## src/rtl/spi_pkg.sv

```systemverilog
// Shared types for the SPI slave engine.
// Engine states and frame opcodes.
package spi_pkg;

  typedef enum logic [1:0] {
    IDLE    = 2'd0,
    RX      = 2'd1,
    WAIT_TX = 2'd2,
    TX      = 2'd3
  } spi_state_t;

  typedef enum logic [1:0] {
    WR_ADDR = 2'd0,
    WR_DATA = 2'd1,
    RD_ADDR = 2'd2,
    RD_DATA = 2'd3
  } spi_op_t;

endpackage

```

## src/rtl/spi_tx_shifter.sv

```systemverilog
// Read-data serialiser for the SPI slave engine.
// Shifts one DATA_W word out on miso, one bit per clk.
module spi_tx_shifter #(
  parameter int DATA_W    = 8,
  parameter int LSB_FIRST = 0
) (
  input  logic              clk,
  input  logic              rst_n,
  input  logic              load,
  input  logic [DATA_W-1:0] tx_data,
  input  logic              abort,
  output logic              miso,
  output logic              miso_oe,
  output logic              done
);

  localparam int BW = $clog2(DATA_W);

  logic [DATA_W-1:0] sreg;
  logic [BW-1:0]     bcnt;
  logic              oe;

  logic head;

  assign head    = (LSB_FIRST != 0) ? sreg[0] : sreg[DATA_W-1];
  assign miso    = oe & head;
  assign miso_oe = oe;
  assign done    = oe && (bcnt == BW'(DATA_W-1));

  // Load, shift and stop after the last bit; abort wins over all.
  always_ff @(posedge clk or negedge rst_n) begin
    if (!rst_n) begin
      sreg <= '0;
      bcnt <= '0;
      oe   <= 1'b0;
    end else if (abort) begin
      bcnt <= '0;
      oe   <= 1'b0;
    end else if (load) begin
      sreg <= tx_data;
      bcnt <= '0;
      oe   <= 1'b1;
    end else if (oe) begin
      if (done) begin
        bcnt <= '0;
        oe   <= 1'b0;
      end else begin
        bcnt <= bcnt + 1'b1;
        if (LSB_FIRST != 0)
          sreg <= {1'b0, sreg[DATA_W-1:1]};
        else
          sreg <= {sreg[DATA_W-2:0], 1'b0};
      end
    end
  end

endmodule

```

## src/rtl/spi_slave_engine.sv

```systemverilog
// SPI slave protocol engine: deframes {cmd,payload}
// frames from mosi and returns read data on miso.
module spi_slave_engine
  import spi_pkg::*;
#(
  parameter int DATA_W    = 8,
  parameter int CMD_W     = 2,
  parameter int LSB_FIRST = 0
) (
  input  logic                    clk,
  input  logic                    rst_n,
  input  logic                    ss_n,
  input  logic                    mosi,
  output logic                    miso,
  output logic                    miso_oe,
  output logic                    rx_valid,
  output logic [CMD_W+DATA_W-1:0] rx_data,
  input  logic                    tx_valid,
  output logic                    tx_ready,
  input  logic [DATA_W-1:0]       tx_data,
  output logic                    busy,
  output logic                    frame_err
);

  localparam int FRAME_W = CMD_W + DATA_W;
  localparam int CW      = $clog2(FRAME_W + 1);

  spi_state_t        state;
  spi_state_t        state_nx;
  logic [CW-1:0]     cnt;
  logic [CMD_W-1:0]  cmd_q;
  logic [DATA_W-1:0] pay_q;
  logic [DATA_W-1:0] pay_nx;
  spi_op_t           op;

  logic sample;
  logic in_cmd;
  logic last;
  logic load;
  logic done;
  logic err_nx;

  assign sample   = (state == RX) && !ss_n;
  assign in_cmd   = cnt < CW'(CMD_W);
  assign last     = cnt == CW'(FRAME_W - 1);
  assign op       = spi_op_t'(cmd_q[CMD_W-1 -: 2]);
  assign tx_ready = (state == WAIT_TX);
  assign load     = tx_ready && tx_valid && !ss_n;
  assign err_nx   = ss_n && (((state == RX) && (cnt != '0))
                    || (state == WAIT_TX) || (state == TX));

  // Payload with the current mosi bit folded in.
  always_comb begin
    pay_nx = pay_q;
    if (LSB_FIRST != 0)
      pay_nx = {mosi, pay_q[DATA_W-1:1]};
    else
      pay_nx = {pay_q[DATA_W-2:0], mosi};
  end

  // Next-state selection; deselect wins everywhere.
  always_comb begin
    state_nx = state;
    unique case (state)
      IDLE:    if (!ss_n) state_nx = RX;
      RX:      if (ss_n) state_nx = IDLE;
               else if (last && op == RD_DATA) state_nx = WAIT_TX;
      WAIT_TX: if (ss_n) state_nx = IDLE;
               else if (tx_valid) state_nx = TX;
      TX:      if (ss_n) state_nx = IDLE;
               else if (done) state_nx = RX;
      default: state_nx = IDLE;
    endcase
  end

  // State, status pulses, bit counter and frame capture.
  always_ff @(posedge clk or negedge rst_n) begin
    if (!rst_n) begin
      state     <= IDLE;
      busy      <= 1'b0;
      rx_valid  <= 1'b0;
      frame_err <= 1'b0;
      cnt       <= '0;
      cmd_q     <= '0;
      pay_q     <= '0;
      rx_data   <= '0;
    end else begin
      state     <= state_nx;
      busy      <= (state_nx != IDLE);
      rx_valid  <= sample && last;
      frame_err <= err_nx;
      if (!sample || last)
        cnt <= '0;
      else
        cnt <= cnt + 1'b1;
      if (sample) begin
        if (in_cmd)
          cmd_q <= {cmd_q[CMD_W-2:0], mosi};
        else
          pay_q <= pay_nx;
        if (last)
          rx_data <= {cmd_q, pay_nx};
      end
    end
  end

  spi_tx_shifter #(
    .DATA_W    (DATA_W),
    .LSB_FIRST (LSB_FIRST)
  ) u_tx (
    .clk     (clk),
    .rst_n   (rst_n),
    .load    (load),
    .tx_data (tx_data),
    .abort   (ss_n),
    .miso    (miso),
    .miso_oe (miso_oe),
    .done    (done)
  );

endmodule

```

## config.mk

```make
export PLATFORM = sky130hd
export DESIGN_NAME = spi_slave_engine
export DESIGN_NICKNAME = d
export VERILOG_FILES = /design/src/rtl/spi_pkg.sv /design/src/rtl/spi_tx_shifter.sv /design/src/rtl/spi_slave_engine.sv
export SDC_FILE = /design/constraint.sdc
export NUM_CORES = 1
export LEC_CHECK = 0
export ABC_CLOCK_PERIOD_IN_PS = 5050
export BUFFER_PORTS_ARGS = -buffer_cell sky130_fd_sc_hd__buf_2
export CORE_MARGIN = 10
export CORE_UTILIZATION = 50
export DETAILED_ROUTE_END_ITERATION = 12
export PLACE_DENSITY = 0.83
export SYNTH_ARGS = -nofsm -noshare
export SYNTH_HDL_FRONTEND = slang
export SYNTH_SLANG_ARGS = --single-unit
```

## constraint.sdc

```tcl
create_clock -name clk -period 5.05 [get_ports clk]
set_clock_uncertainty 0.2 [all_clocks]
set_input_delay 0.505 -clock clk [delete_from_list [all_inputs] [get_ports clk]]
set_output_delay 0.505 -clock clk [all_outputs]
set_load 0.05 [all_outputs]
```

==> results of run 1 <==
## routing by layer
metal	wire, um	share of wire, %	global-route usage [%]	vias up
met5	0	0	0	-
met3	165	4.9	4.62	9
met2	1760	52	18.7	21
li1	-	-	-	521
met1	1400	42	12.8	547
met4	51	1.5	4.58	0
## cell families (layout without fill, tap and decap cells)
group	after synthesis	count (layout)
muxes	20	20
xor gates and xnor gates	2	2
adders and majority gates	5	5
buffers and inverters	8	41
and+or+nand+nor	38	38
AOI/OAI and AO/OA	16	16
DFF	40	40
## metrics by stage
stage | cell area [um^2] | power (W) | hold slack [ns] | cells
final | 2040 | 0.000584 | 0.0384 | 208
after global routing | 2040 | 0.000609 | 0.102 | 208
after detailed placement | 1970 | 0.000384 | 0.282 | 200
after global placement | 1970 | 0.000380 | 0.269 | 200
after floorplan | 1800 | 0.000366 | 0.00941 | 129
after CTS | 2040 | 0.000589 | 0.0634 | 208
## cells in the mapped netlist, types with 2 or more instances
cell type	number	area [um^2]
nand3_1	2	10.0
nand2b_1	2	12.5
o21ai_0	2	10.0
nor2_4	2	22.5
mux2_1	9	101
ha_1	5	62.6
nand3b_1	2	15.0
nor2_1	7	26.3
inv_1	4	15.0
a21oi_1	2	10.0
and2_2	7	52.6
mux2_2	2	22.5
mux2_4	9	135
nand2_1	3	11.3
dfrtp_1	40	1000
a221o_1	7	70.1
buf_6	3	33.8
## registers in the layout, summed over array words and instances (netlist names)
signal and count:
cnt 4, frame_err 1, busy 1, u_tx.miso_oe 1, state 2, rx_data 10
cmd_q 2, pay_q 7, u_tx.sreg 8, u_tx.bcnt 3, rx_valid 1
## cells in the final DEF (no fill, tap or decap), types with 2 or more instances in the layout
master    instances
and2_2            7
ha_1              5
nor2_1            7
inv_1             4
nand3_1           2
o21ai_0           2
mux2_4            9
clkbuf_4          5
nor2_4            2
nand2b_1          2
nand3b_1          2
nand2_1           3
mux2_2            2
dfrtp_1          40
mux2_1            9
a221o_1           7
a21oi_1           2
buf_2            28
## power groups by stage
stage	registers, W	clock network (W)	logic [W]
after floorplan	0.000348	0	0.0000183
after global placement	0.000347	0	0.0000327
after detailed placement	0.000349	0	0.0000355
after CTS	0.000342	0.000211	0.0000357
after global routing	0.000345	0.000225	0.0000394
final	0.000342	0.000207	0.0000345
## worst min-delay path by stage
stage / depth (start not counted) / end / slack (ns) / start
2_1_floorplan: 0 / busy / 0.009 / rst_n
3_3_place_gp: 1 / pay_q[6] / 0.27 / pay_q[6]
3_5_place_dp: 1 / pay_q[6] / 0.28 / pay_q[6]
4_1_cts: 1 / u_tx.sreg[5] / 0.06 / rst_n
5_1_grt: 1 / rx_valid / 0.10 / rst_n
6_report: 1 / rx_valid / 0.04 / rst_n
## area by class of cell
type | instances | area [um^2]
Timing Repair Buffer | 28 | 140
Multi-Input combinational cell | 81 | 748
Clock inverter | 2 | 35.0
Inverter | 5 | 18.8
Fill cell | 277 | 1370
Tap cell | 46 | 57.6
Clock buffer | 6 | 41.3
Sequential cell | 40 | 1000
==> summary.md, run 1 <==
| Metric | Value |
|---|---|
| Critical Path RT | 4.35 ns |
| Post-synthesis simple-gate area fraction | 15.1% |
| First-pass DRT Iterations | 4 |
| Crit path max-delay family | flip-flops |
| Flop-to-flop setup slack | 3.09 ns |
| Routed Antenna Nets | 0 |
| Fmax | 486 MHz |
| RR Endpoint | rx_data[9] |
| Pre-CTS setup slack | 2.87 ns |
| Syn Inst Count | 129 |
| Final WS setup | 2.99 ns |
| Clock insertion delay at the later pin of the skew report | 0.36 ns |
| Die ar. | 6400 um^2 |
| First-pass GRT wire length | 5.69 mm |
| Via/cell ratio | 5.28 |
| Routed wire length | 3.38 mm |
| Post-CTS Setup Inserts | 0 |
| Area Overhead vs Synth | 13.3% |
| Site Rows | 21 |
| Reg2reg start | state[0] |
| Port Buffers | 28 |
| Relative slew slack | 43.0% |
| Root buffer cell | clkbuf_4 |
| Post-synthesis mux area share | 14.4% |
| Clock buffer depth | 2 |
| Std-Cell Core Area | 3420 um^2 |
| Worst VDD drop | 0.170 mV |
| RSZ-0062 raised after global routing | no |
| Seq/Total Area, Yosys | 55.6% |
| Post-synthesis compound-gate area fraction | 7.64% |
| Largest stage delay, worst path | 0.47 ns |
| Number of global-route vias before repair | 1163 |
| Vias | 1098 |
| Drt drc | 0 |
| CP arrival | 1.35 ns |
| Final Core Density | 59.8% |
| MaxCap Viol Count | 0 |
| Die width | 80.0 um |
| Hold Path Class | primary input to asynchronous set/reset pin |
| FF-to-FF path depth | 3 |
| Startpoint types | register |
| Final hold viol count | 0 |
| Worst setup EP type | primary output |
| N_diodes | 0 |
| Slew of the pin with the lowest slew margin | 0.855 ns |
| CP max stage cell | dfrtp_1 |
| Flop pwr share | 58.6% |
| Post-Syn Area per Cell | 14.0 um^2 |
| Post-synthesis cell area | 1800 um^2 |
| Setup TNS | 0 ns |
| Final setup vio count | 0 |
| NetSw | 0.000132 W |
| WP depth | 2 |
| Number of synthesized flops with an enable pin | 0 |
| Starting Density | 52.7% |
| Gr ovfl total | 0 |
| Hold buffer count at CTS | 0 |
| Final period utilization | 40.8% |
| Buf/Inv on CP | 1 |
| Crit-path cells | and2b_2, buf_2 |
| Ys async rst share | 100% |
| H-tree depth | 2 |
| Hpwl dp | 2.55 mm |
| P_leak | 1.05 nW |
| CP Class | register to primary output |
| CP Launch Point | state[0] |
| Minimum clock period | 2.06 ns |
| Post-CTS sizing | 0 |
| Synth Register Bits | 40 |
| Switch share | 22.6% |
| Wire length per cell | 16.2 um |
| Netlist cell types | 38 |
| Synth warn | 0 |
| Max FO, Critical Path | 8 |
| CTS tree | yes |
| Pwr Density | 286 nW/um^2 |
| CTS Sinks | 40 |
| DIE HEIGHT | 80.0 um |
| Total GRT Usage | 11.4% |
| Largest family of logic cells by synthesized area | simple AND/OR/NAND/NOR gates |
| Syn Nets | 147 |
| Register clock-pin slew on the reported worst setup and hold paths | 0.12 ns |
| End of the critical path | tx_ready |
| Synth Area in XOR/XNOR | 0.972% |
| Drt initial violations | 44 |
| Clock power share | 35.4% |
| Total CTS buffers | 5 |
| Status | completed |
| # IOs | 29 |
| Combinational share of power | 5.9% |
| Placer Congestion | 0.749 |
| Layout cells sized above 1 | 39.5% |
| Synth Area in Adders | 3.47% |
| Layout Nets | 179 |
| Largest net degree at the start of global routing | 41 |
| Top FF cell, synth | dfrtp_1 |
| Initial antenna violation count | 0 |
| Internal power | 0.000452 W |
| Slew Viols, Final | 0 |
(Power assumes the default switching activity.)
==> run 2, diff against run 1 <==
--- a/config.mk
+++ b/config.mk
@@ -5,12 +5,12 @@
 export SDC_FILE = /design/constraint.sdc
 export NUM_CORES = 1
 export LEC_CHECK = 0
-export ABC_CLOCK_PERIOD_IN_PS = 5050
+export ABC_CLOCK_PERIOD_IN_PS = 1700
 export BUFFER_PORTS_ARGS = -buffer_cell sky130_fd_sc_hd__buf_2
 export CORE_MARGIN = 10
 export CORE_UTILIZATION = 50
 export DETAILED_ROUTE_END_ITERATION = 12
-export PLACE_DENSITY = 0.83
+export PLACE_DENSITY = 0.86
 export SYNTH_ARGS = -nofsm -noshare
 export SYNTH_HDL_FRONTEND = slang
 export SYNTH_SLANG_ARGS = --single-unit
==> constraint.sdc (replaced) <==
create_clock -name clk -period 1.7 [get_ports clk]
set_clock_uncertainty 0.2 [all_clocks]
set_input_delay 0.17 -clock clk [delete_from_list [all_inputs] [get_ports clk]]
set_output_delay 0.17 -clock clk [all_outputs]
set_load 0.05 [all_outputs]
==> run 2 against run 1 <==
Net effect:
- the run now ends with negative setup slack left
- sequential power rose to 3.0 times the previous value
- clock power rose to 3.2 times the previous value
- register-to-register slack got worse by 3.2 ns
- sequential share of layout area fell by 7.8 points
- hold slack got worse by 0.014 ns
- setup slack got worse by 3.1 ns
- via count rose by 12%
- critical path type is now register to register
- critical endpoint is now u_tx.sreg[2]
==> summary.md, run 2 (same netlist as run 1, synthesis figures left out) <==
| Metric | Value |
|---|---|
| Commonest cells after routing, fill and taps aside | dfrtp_1 (40), buf_2 (26), mux2_4 (16), buf_4 (14), dlygate4sd3_1 (12) |
| Flop pwr share | 55.3% |
| Worst setup EP type | register |
| Number of global-route vias before repair | 1318 |
| Area Overhead vs Synth | 34.7% |
| CTS tree | yes |
| Crit-path cells | ha_2, ha_4, nand2b_4, o21ba_4, a221o_1 |
| Failing checks | negative setup slack |
| Max FO, Critical Path | 8 |
| Relative slew slack | 63.6% |
| Layout Nets | 210 |
| Gr ovfl total | 0 |
| Combinational share of power | 8.6% |
| Port Buffers | 28 |
| End of the critical path | u_tx.sreg[2] |
| GR peak layer | met2 |
| MaxCap Viol Count | 0 |
| Clock power share | 36.1% |
| H-tree depth | 2 |
| Fmax | 552 MHz |
| Startpoint types | register |
| Drt initial violations | 99 |
| Total power | 0.00184 W |
| Final period utilization | 107% |
| Hold Path Class | primary input to register |
| DIE HEIGHT | 80.0 um |
| Final WS setup | -0.113 ns |
| Minimum clock period | 1.81 ns |
| P_leak | 1.21 nW |
| Largest stage delay, worst path | 0.41 ns |
| Top Registers | rx_data (10), u_tx.sreg (8), pay_q (7) |
| CP Launch Point | u_tx.bcnt[0] |
| RSZ-0062 raised after global routing | yes |
| WP depth | 5 |
| Status | finished, violations left |
| RR Endpoint | u_tx.sreg[2] |
| Std-Cell Core Area | 3420 um^2 |
| Routed Antenna Nets | 0 |
| Wire length per cell | 16.1 um |
| Most flops, register | rx_data |
| Site Rows | 21 |
| Final hold viol count | 0 |
| Flop-to-flop setup slack | -0.11 ns |
| Drt drc | 0 |
| CP Class | register to register |
| Root buffer cell | clkbuf_4 |
| First-pass DRT Iterations | 4 |
| Placer Congestion | 0.810 |
| Switch share | 22.4% |
| Reg2reg start | u_tx.bcnt[0] |
| Routed wire length | 3.85 mm |
| Starting Density | 52.7% |
| Met1 Use GR | 15.1% |
| CP max stage cell | dfrtp_1 |
| Hpwl dp | 2.75 mm |
| Most common cell after layout, fill and taps aside | dfrtp_1 |
| Total CTS buffers | 5 |
| CTS Sinks | 40 |
| Vias | 1234 |
| First-pass GRT wire length | 6.48 mm |
| Internal power | 0.00143 W |
| Slew Viols, Final | 0 |
| FF-to-FF path depth | 5 |
| Final setup vio count | 23 |
| Crit path max-delay family | compound AO/OA/AOI/OAI gates |
| Via/cell ratio | 5.16 |
| Register clock-pin slew on the reported worst setup and hold paths | 0.12 ns |
| N_diodes | 0 |
| Slew of the pin with the lowest slew margin | 0.546 ns |
| GRT met2 Usage | 20.5% |
| Largest net degree at the start of global routing | 24 |
| CP arrival | 1.85 ns |
| Die ar. | 6400 um^2 |
| Hold Path Origin | ss_n |
| Die width | 80.0 um |
| Clock buffer depth | 2 |
| Pwr Density | 758 nW/um^2 |
| Final instance area | 2430 um^2 |
| Setup TNS | -1.25 ns |
| Clock insertion delay at the later pin of the skew report | 0.35 ns |
| NetSw | 0.000411 W |
| Buf/Inv on CP | 0 |
| Total GRT Usage | 13.0% |
| Number of flip-flops in the largest register | 10 |
| Layout cells sized above 1 | 48.7% |
| Worst VDD drop | 0.471 mV |
| Initial antenna violation count | 0 |
| Critical Path RT | 1.74 ns |
| Fillcell total | 209 |
| Area after DPL | 2130 um^2 |
| GRT met3 Usage | 4.17% |
| # IOs | 29 |
[run 2: cell count changes in the layout (fill, tap and decap cells not counted), moves of 2 or more]
cell / delta
buf_12: +3
buf_2: -2
buf_4: +14
buf_6: +2
dlygate4sd3_1: +12
ha_1: -2
mux2_1: -7
mux2_4: +7
[run 2: stage by stage]
step | std cells | utilization (%) | setup WS, ns | hold slack (ns)
finish | 239 | 71.0 | -0.113 | 0.0249
global route | 239 | 71.0 | -0.172 | 0.0182
CTS | 239 | 70.3 | -0.102 | 0.0180
detailed placement | 217 | 62.5 | -0.103 | -0.0196
global placement | 217 | 62.5 | -0.0323 | -0.0330
floorplan | 129 | - | -0.125 | -0.326
[run 2: routing by layer]
layer	vias to the layer above	routed length (um)
met1	615	1630
met2	33	1940
met3	5	213
met4	0	68
li1	581	-
met5	-	0
[run 2: how the worst min path moves through the flow]
| stage | end | slack [ns] | cells after the start |
|---|---|---|---|
| floorplan | busy | -0.33 | 0 |
| global placement | rx_data[2] | -0.03 | 1 |
| detailed placement | rx_data[0] | -0.02 | 1 |
| CTS | frame_err | 0.02 | 3 |
| global route | frame_err | 0.02 | 3 |
| finish | frame_err | 0.02 | 3 |
[run 2: timing repair]
action,CTS,global route
setup buffers,2,0
hold buffers,12,0
hold endpoints to repair,54,0
pin swaps,3,1
endpoints found under the setup margin,24,24
resized for setup,8,7
[run 2: area by class of cell]
class                           count  area, um^2  share of cell area [%]
Clock buffer                        6        51.3                    2.11
Tap cell                           46        57.6                    2.37
Multi-Input combinational cell     81         798                    32.9
Sequential cell                    40        1000                    41.3
Timing Repair Buffer               59         460                    19.0
Clock inverter                      2        38.8                    1.60
Inverter                            5        18.8                   0.774
[run 2: tightest hold or removal path: stages]
cell and delay [ns]:
buf_2 0.11, buf_4 0.16, o21a_1 0.11
[run 2: power by group through the flow]
stage	sequential (W)	combinational, W	clock, W
final	0.00102	0.000158	0.000665
after global routing	0.00102	0.000174	0.000726
after CTS	0.00102	0.000157	0.000677
after detailed placement	0.00103	0.000124	0
after global placement	0.00103	0.000118	0
after floorplan	0.00103	0.0000549	0
==> run 3, diff against run 2 <==
--- a/config.mk
+++ b/config.mk
@@ -8,9 +8,9 @@
 export ABC_CLOCK_PERIOD_IN_PS = 1700
 export BUFFER_PORTS_ARGS = -buffer_cell sky130_fd_sc_hd__buf_2
 export CORE_MARGIN = 10
-export CORE_UTILIZATION = 50
+export CORE_UTILIZATION = 40
 export DETAILED_ROUTE_END_ITERATION = 12
-export PLACE_DENSITY = 0.86
+export PLACE_DENSITY = 0.73
 export SYNTH_ARGS = -nofsm -noshare
 export SYNTH_HDL_FRONTEND = slang
 export SYNTH_SLANG_ARGS = --single-unit
==> run 3 against run 2 <==
Net effect:
- the run still ends with negative setup slack left
- non-clock buffer count is 4 lower
- critical path depth unchanged
- total power down 1.8%
- clock-buffer cell count is 2 higher
- cell area is 2.4% lower
- setup slack better by 0.029 ns
- hold slack worse by 0.019 ns
- fmax increased by 1.6%
- critical endpoint is now u_tx.sreg[7]
- highest routed layer unchanged
==> summary.md, run 3 (same netlist as run 1, synthesis figures left out) <==
| Metric | Value |
|---|---|
| Hold path cells | 3 |
| Worst VDD drop | 0.268 mV |
| Hold slack | 0.00616 ns |
| Die ar. | 7590 um^2 |
| Minimum clock period | 1.78 ns |
| NetSw | 0.000412 W |
| Root buffer cell | clkbuf_8 |
| Initial antenna violation count | 0 |
| Internal power | 0.00139 W |
| Drt drc | 0 |
| Most common cell after layout, fill and taps aside | dfrtp_1 |
| Clock insertion delay at the later pin of the skew report | 0.28 ns |
| Largest net degree at the start of global routing | 22 |
| FF-to-FF path depth | 5 |
| Layout Cells excl Fill | 241 |
| Placer Congestion | 0.816 |
| Commonest cells after routing, fill and taps aside | dfrtp_1 (40), buf_2 (27), mux2_4 (17), buf_4 (17) |
| CP arrival | 1.75 ns |
| Number of flip-flops in the largest register | 10 |
| Final WS setup | -0.0842 ns |
| Total GRT Usage | 11.0% |
| Hpwl dp | 2.76 mm |
| First-pass GRT wire length | 6.58 mm |
| First-pass DRT Iterations | 4 |
| CTS tree | yes |
| # IOs | 29 |
| Clock buffer depth | 2 |
| Routed Antenna Nets | 0 |
| Pre-CTS setup slack | -0.0912 ns |
| Max FO, Critical Path | 8 |
| Flop-to-flop setup slack | -0.08 ns |
| Final period utilization | 105% |
| Total CTS buffers | 5 |
| Most flops, register | rx_data |
| Startpoint types | register |
| Gr ovfl total | 0 |
| Final hold viol count | 0 |
| Routed wire length | 3.96 mm |
| Via/cell ratio | 5.00 |
| N_diodes | 0 |
| Total power | 0.00181 W |
| Final setup vio count | 21 |
| Layout cells sized above 1 | 51.3% |
| RSZ-0062 raised after global routing | yes |
| Flop pwr share | 56.6% |
| Area Overhead vs Synth | 31.4% |
| CP Class | register to register |
| Vias | 1204 |
| Top Registers | rx_data (10), u_tx.sreg (8), pay_q (7) |
| DIE HEIGHT | 87.1 um |
| Hold Path Origin | tx_data[5] |
| Std-Cell Core Area | 4350 um^2 |
| Fmax | 560 MHz |
| Failing checks | negative setup slack |
| Port Buffers | 28 |
| Setup TNS | -0.866 ns |
| Wire length per cell | 16.4 um |
| Combinational share of power | 7.9% |
| RR Endpoint | u_tx.sreg[7] |
| MaxCap Viol Count | 0 |
| Slew Viols, Final | 0 |
| Die width | 87.1 um |
| Status | finished, violations left |
| Starting Density | 41.4% |
| Hold Path Class | primary input to register |
| Clock power share | 35.5% |
| Pwr Density | 763 nW/um^2 |
| H-tree depth | 2 |
| Inst Count DP | 222 |
| Worst setup EP type | register |
| Relative slew slack | 68.2% |
| Slew of the pin with the lowest slew margin | 0.478 ns |
| Drt initial violations | 64 |
| Reg2reg start | u_tx.bcnt[1] |
| Fillcell total | 336 |
| Number of global-route vias before repair | 1354 |
| WHS Endpoint | u_tx.sreg[5] |
| Site Rows | 24 |
| Layout Nets | 206 |
| CTS Sinks | 40 |
| Switch share | 22.8% |
| Critical Path RT | 1.67 ns |
| P_leak | 1.18 nW |
| Register clock-pin slew on the reported worst setup and hold paths | 0.07 ns |
run 3: cell types whose count changed in the layout (fill, tap and decap cells not counted), sizes merged:
cell | before | now
dlygate4sd3 | 12 | 5
clkbuf | 7 | 9
buf | 46 | 49
bufinv | 1 | 0
clkinv | 1 | 0
run 3: power groups by stage:
stage	Clock (W)	Sequential (W)	Combinational, W
after detailed placement	0	0.00103	0.000120
after CTS	0.000654	0.00102	0.000142
final	0.000641	0.00102	0.000143
after global placement	0	0.00103	0.000113
after global routing	0.000701	0.00103	0.000157
after floorplan	0	0.00103	0.0000549
run 3: cell type report:
class	instances	area [um^2]	share of cell area, %
tap	52	65.1	2.75
timing repair buffer	55	385	16.3
clock buffer	8	90.1	3.81
multi-input combinational	81	807	34.1
sequential	40	1000	42.3
inverter	5	18.8	0.793
run 3: what timing repair did:
item / 4_1_cts / 5_1_grt
endpoints found under the setup margin: 23 / 28
hold endpoints to repair: 25 / 0
resized for setup: 9 / 7
buffers inserted: 6 / 0
hold buffers: 5 / 0
pin swaps: 2 / 3
run 3: worst max path at each step:
stage,depth (start not counted),from,slack (ns),end
floorplan,6,u_tx.bcnt[1],-0.12,u_tx.sreg[2]
global placement,5,u_tx.bcnt[1],-0.03,u_tx.sreg[7]
detailed placement,5,u_tx.bcnt[1],-0.09,u_tx.sreg[6]
CTS,5,u_tx.bcnt[1],-0.08,u_tx.sreg[6]
global route,5,u_tx.bcnt[1],-0.14,u_tx.sreg[6]
finish,5,u_tx.bcnt[1],-0.08,u_tx.sreg[7]
run 3: critical path: stages, from the launching register on:
cell and delay, ns:
dfrtp_1 0.39, ha_2 0.20, ha_4 0.16, nand2b_4 0.15, o21ba_4 0.23, a221o_1 0.34
run 3: through the flow:
stage / util (%) / area [um^2]
floorplan: - / 1820
global placement: 48.4 / 2110
detailed placement: 48.4 / 2110
CTS: 53.8 / 2340
global route: 54.4 / 2370
finish: 54.4 / 2370
run 3: per-layer routing:
metal / vias up / track usage (%) / wire length [um]
li1: 571 / - / -
met1: 609 / 12.0 / 1650
met2: 18 / 18.5 / 2090
met3: 6 / 3.18 / 141
met4: 0 / 6.52 / 82
met5: - / 0 / 0
